$ cat src/rtl/seg7_mux_decoder.sv
// seg7_mux_decoder
// Receive-side decoder for a time-multiplexed, active-low two-digit 7-segment bus.
// Each digit's {dig_n, seg_n} pattern must hold steady for STABLE_CYC cycles before
// it is captured. After the ones digit and then the tens digit are captured, the
// block reports tens*10+ones (0..99) on value with a one-cycle value_valid pulse.
// If either captured pattern is illegal, it pulses err instead.
// A frame whose tens digit never arrives is abandoned after TIMEOUT_CYC cycles and
// flagged through the stale level.

module seg7_mux_decoder #(
    parameter int STABLE_CYC  = 4,
    parameter int TIMEOUT_CYC = 1000
) (
    input  logic       clk,
    input  logic       rst,
    input  logic [0:6] seg_n,
    input  logic [1:0] dig_n,
    output logic [6:0] value,
    output logic       value_valid,
    output logic       err,
    output logic       stale
);

    localparam int SW = (STABLE_CYC > 2) ? $clog2(STABLE_CYC) : 1;
    localparam int TW = (TIMEOUT_CYC > 2) ? $clog2(TIMEOUT_CYC) : 1;
    localparam logic [SW-1:0] STAB_LAST = SW'(STABLE_CYC - 1);
    localparam logic [TW-1:0] TO_LAST   = TW'(TIMEOUT_CYC - 1);

    typedef enum logic [1:0] {
        S_ONES = 2'd0,
        S_TENS = 2'd1,
        S_EMIT = 2'd2
    } state_t;

    // Decodes one segment pattern into {legal, digit}.
    // An all-blank pattern is accepted only on the tens digit, where it reads as 0.
    function automatic logic [4:0] seg_decode(input logic [0:6] pat, input logic is_tens);
        logic [4:0] res;
        case (pat)
            7'b0000001: res = {1'b1, 4'd0};
            7'b1001111: res = {1'b1, 4'd1};
            7'b0010010: res = {1'b1, 4'd2};
            7'b0000110: res = {1'b1, 4'd3};
            7'b1001100: res = {1'b1, 4'd4};
            7'b0100100: res = {1'b1, 4'd5};
            7'b0100000: res = {1'b1, 4'd6};
            7'b0001111: res = {1'b1, 4'd7};
            7'b0000000: res = {1'b1, 4'd8};
            7'b0001100: res = {1'b1, 4'd9};
            7'b1111111: res = {is_tens, 4'd0};
            default:    res = {1'b0, 4'd0};
        endcase
        return res;
    endfunction

    // Combines the two digits as tens*10+ones in 7 bits.
    // The product is built from shifts, and the sum cannot exceed 99.
    function automatic logic [6:0] combine(input logic [3:0] tens, input logic [3:0] ones);
        logic [6:0] t7;
        t7 = {3'b000, tens};
        return (t7 << 3) + (t7 << 1) + {3'b000, ones};
    endfunction

    state_t          state_r, state_s;
    logic [8:0]      prev_r;
    logic [8:0]      cur_s;
    logic [SW-1:0]   stab_cnt_r, stab_next_s;
    logic            capture_s, ones_cap_s, tens_cap_s;
    logic [TW-1:0]   to_cnt_r, to_cnt_s;
    logic [0:6]      ones_pat_r, ones_pat_s;
    logic [6:0]      value_r, value_s;
    logic            valid_r, valid_s;
    logic            err_r, err_s;
    logic            stale_r, stale_s;
    logic [4:0]      ones_dec_s, tens_dec_s;

    assign cur_s = {dig_n, seg_n};

    // Stability counter: restarts on any bus change and saturates at the capture count.
    always_comb begin
        stab_next_s = '0;
        if (cur_s != prev_r) begin
            stab_next_s = '0;
        end else if (stab_cnt_r == STAB_LAST) begin
            stab_next_s = stab_cnt_r;
        end else begin
            stab_next_s = stab_cnt_r + 1'b1;
        end
    end

    // A capture fires once per stable period, and only when exactly one digit is selected.
    assign capture_s  = (stab_next_s == STAB_LAST) && (stab_cnt_r != STAB_LAST);
    assign ones_cap_s = capture_s && (dig_n == 2'b10);
    assign tens_cap_s = capture_s && (dig_n == 2'b01);

    assign ones_dec_s = seg_decode(ones_pat_r, 1'b0);
    assign tens_dec_s = seg_decode(seg_n, 1'b1);

    // Frame sequencing: compute next state, timeout counter, ones capture and output values.
    always_comb begin
        state_s    = state_r;
        to_cnt_s   = to_cnt_r;
        ones_pat_s = ones_pat_r;
        value_s    = value_r;
        valid_s    = 1'b0;
        err_s      = 1'b0;
        stale_s    = stale_r;
        case (state_r)
            S_ONES: begin
                if (ones_cap_s) begin
                    ones_pat_s = seg_n;
                    to_cnt_s   = '0;
                    state_s    = S_TENS;
                end else begin
                    state_s = S_ONES;
                end
            end
            S_TENS: begin
                if (tens_cap_s) begin
                    // Results are registered here, so they appear in the first S_EMIT cycle.
                    state_s = S_EMIT;
                    if (ones_dec_s[4] && tens_dec_s[4]) begin
                        value_s = combine(tens_dec_s[3:0], ones_dec_s[3:0]);
                        valid_s = 1'b1;
                        stale_s = 1'b0;
                    end else begin
                        err_s = 1'b1;
                    end
                end else if (ones_cap_s) begin
                    ones_pat_s = seg_n;
                    to_cnt_s   = '0;
                end else if (to_cnt_r == TO_LAST) begin
                    stale_s = 1'b1;
                    state_s = S_ONES;
                end else begin
                    to_cnt_s = to_cnt_r + 1'b1;
                end
            end
            S_EMIT: begin
                state_s = S_ONES;
            end
            default: begin
                state_s = S_ONES;
            end
        endcase
    end

    // State, capture and output registers, all cleared by the asynchronous reset.
    always_ff @(posedge clk or posedge rst) begin
        if (rst) begin
            state_r    <= S_ONES;
            prev_r     <= 9'd0;
            stab_cnt_r <= '0;
            to_cnt_r   <= '0;
            ones_pat_r <= 7'd0;
            value_r    <= 7'd0;
            valid_r    <= 1'b0;
            err_r      <= 1'b0;
            stale_r    <= 1'b0;
        end else begin
            state_r    <= state_s;
            prev_r     <= cur_s;
            stab_cnt_r <= stab_next_s;
            to_cnt_r   <= to_cnt_s;
            ones_pat_r <= ones_pat_s;
            value_r    <= value_s;
            valid_r    <= valid_s;
            err_r      <= err_s;
            stale_r    <= stale_s;
        end
    end

    assign value       = value_r;
    assign value_valid = valid_r;
    assign err         = err_r;
    assign stale       = stale_r;

endmodule

$ cat config.mk
export PLATFORM = sky130hd
export DESIGN_NAME = seg7_mux_decoder
export DESIGN_NICKNAME = d
export VERILOG_FILES = /design/src/rtl/seg7_mux_decoder.sv
export SDC_FILE = /design/constraint.sdc
export NUM_CORES = 1
export LEC_CHECK = 0
export BUFFER_PORTS_ARGS = -buffer_cell sky130_fd_sc_hd__buf_2
export CORE_AREA = 2 2 97 75
export CTS_CLUSTER_SIZE = 8
export DETAILED_ROUTE_END_ITERATION = 10
export DIE_AREA = 0 0 99 77
export MAX_ROUTING_LAYER = met4
export PLACE_DENSITY_LB_ADDON = 0.25
export SYNTH_ARGS = -nofsm -noshare
export SYNTH_HDL_FRONTEND = slang
export SYNTH_SLANG_ARGS = --single-unit
$ cat constraint.sdc
create_clock -name clk -period 3.64 [get_ports clk]
set_input_delay 0.182 -clock clk [delete_from_list [all_inputs] [get_ports clk]]
set_output_delay 0.182 -clock clk [all_outputs]
set_load 0.05 [all_outputs]
==> flow_summary.toml <==
[run_status]
status = "finished, final reports clean"

[grt]
gr-usage-all-layers_pct = 13.4
grt_pass1_vias = 1571
grt-ovfl-total = 0
grt_pass1_wl_um = 7910
antenna_found_initial = 0
grt_max_degree = 41

[cells_and_area]
final_nets = 271
area_growth_pct = 10.6
mostFrequentLayoutCell = "dfrtp_1"
fillers = 644
drive_gt1_share_pct = 19.4
final-seq-area_sq_mm = 0.00100
most-common-layout-cells = "dfrtp_1 (40), xnor2_1 (22), buf_2 (20)"
fin_util_pct = 39.9
diodes = 0
multi_input_area_sq_mm = 0.00127

[detailed_routing]
avgViaCountPerCell = 5.02
met2_length_um = 1820
firstDrtPassIters = 4
routedWlPerCell_um = 13.8
met1Wirelength_um = 2580
drc = 0
route.met3.wl_um = 165
drt-total-wl_um = 4650
ant_nets = 0
drtIter0Drc = 67
top_layer_used = "met4"
vias = 1688

[die]
floorplan.initialDensity_pct = 36.1
coreArea_sq_mm = 0.00667
rows = 26
die-area_sq_mm = 0.00762
ios = 21
die_w_um = 99
die_y_um = 77

[power_and_ir_drop]
leakage_nw = 1.28
ir_drop_uv = 208
finalPower_uw = 894
pwr_density_cell_mw_per_mm2 = 335

[clock_tree]
cts-buffers-inserted = 5
cts_hold_buffers = 0
post_cts.resized_instances = 0
cts.path.max_buffers = 2
clock_latency_ns = 0.29
post_cts_buffers = 0
path_clk_slew_ns = 0.08
cts_tree = "built"
root_buffer = "clkbuf_8"
cts.sinks = 40
htree_levels = 2

[timing]
fin_tns_setup_ns = 0
finalWorstSetupSlack_ns = 0.699
timing.fmax_mhz = 340
min_period_ns = 2.94
hold_violations = 0
post-route-period-util_pct = 80.8
setup_violations = 0
worst-slew-pin-transition_ns = 0.647
finClkSkew_ns = 0.00549
final_max_slew_viol_count = 0
rsz0062_at_grt = "false"
whs_ns = 0.00108
max_slew_margin_pct = 56.6

[placed_design]
portBuffers = 20
dpl_worst_slack_ns = 0.386
gp_congestion = 0.778
dpl.hpwl_um = 3220

[synthesis]
synthMuxAreaShare_pct = 8.16
syn_inst = 237
yosys.cell_types.count = 53
synth.top_cell.area_share_pct = 41.6
synth-adder-area-share_pct = 5.40
synth_top_flop_cell = "dfrtp_1"
synth_compound_area_share_pct = 10.1
synth_area_sq_mm = 0.00241
synth_top_cells_by_area = "dfrtp_1 (42%), xnor2_1 (8.0%), ha_1 (4.2%)"
synth_top_cell_by_area = "dfrtp_1"
synth_xor_area_share_pct = 8.73
ys_warn_count = 0
synth_enable_flop_cells = 0
synth-simple-area-share_pct = 20.3
ys_ff_latch = 40
synth.avg_cell_area_sq_um = 10.2
seq_area_frac_synth_pct = 41.6
async_reset_ff_share_pct = 100
synth_top_family_by_area = "simple AND/OR/NAND/NOR gates"
synth_nets = 257

[worst_setup_path]
critical_path_class = "input pin to flop"
cp.required_ns = 3.80
cp.arrival_ns = 3.10
start_kind = "input pin"
crit_path_end_kind = "flop"
crit_fanout = 12

[job]
drv_cap = 0

[min_path]
min_path_type = "input pin to asynchronous set/reset pin"
critical path, cell delays in order:
cell and delay, ns:
buf_2 0.18, or2_2 0.33, nor4b_1 0.27, a31oi_1 0.08
o31ai_1 0.41, ha_1 0.33, ha_1 0.22, inv_1 0.07
fa_1 0.20, inv_1 0.05, a21o_1 0.17, maj3_1 0.37
xnor2_1 0.15, mux2i_1 0.09
registers in the layout, indices dropped and copies added, names as in the netlist:
signal / cells
to_cnt_r: 10
prev_r: 9
ones_pat_r: 7
value: 7
stab_cnt_r: 2
state_r: 2
err: 1
stale: 1
value_valid: 1
synth_stat cells, types with 6 or more instances:
master and count:
dfrtp_1 40, xnor2_1 22, nor2_1 18, inv_1 12
nand2_1 12, nor3_1 9, ha_1 8, a21oi_1 7
buf_2 6, clkbuf_1 6, mux2_2 6, o21ai_0 6
layer usage:
metal | GRT usage (%) | vias to the layer above
li1 | - | 861
met1 | 20.5 | 787
met2 | 17.2 | 33
met3 | 2.92 | 7
met4 | 4.66 | 0
met5 | - | -
worst paths after layout:
path                               start             to  slack (ns)  cells past startpoint
setup / recovery                seg_n[4]       value[6]        0.70                     14
hold / removal                       rst            err       0.001                      3
setup reg to reg           ones_pat_r[3]       value[5]        0.76                     11
hold reg to reg            stab_cnt_r[0]  stab_cnt_r[0]        0.49                      1
max in group asynchronous            rst  ones_pat_r[4]        3.27                      3
min in group clk                dig_n[0]      prev_r[7]        0.05                      1
kinds of logic after synthesis:
group / Yosys count
multiplexers: 16
AND/OR/NAND/NOR: 84
buffers and inverters: 28
XOR/XNOR: 24
adder cells (fa/ha/maj): 10
AO/OA/AOI/OAI: 35
flip-flops: 40
per-stage QoR:
stage | instance area [sq um] | std cells
floorplan | 2410 | 237
global placement | 2540 | 328
detailed placement | 2540 | 328
CTS | 2660 | 336
global route | 2660 | 336
finish | 2660 | 336
power by group:
| group | internal [mW] | switching (mW) |
|---|---|---|
| Combinational | 0.0222 | 0.0360 |
| Clock | 0.224 | 0.160 |
| Sequential | 0.449 | 0.00223 |
area by class of cell:
type / instances / area share, %
clock buffers: 6 / 3.10
flip-flops and latches: 40 / 37.6
well taps: 84 / 3.95
repair buffers: 23 / 4.60
multi-input cells: 169 / 47.6
inverters: 12 / 1.69
clock inverters: 2 / 1.46
No activity file was read; power rests on OpenSTA's default activity.
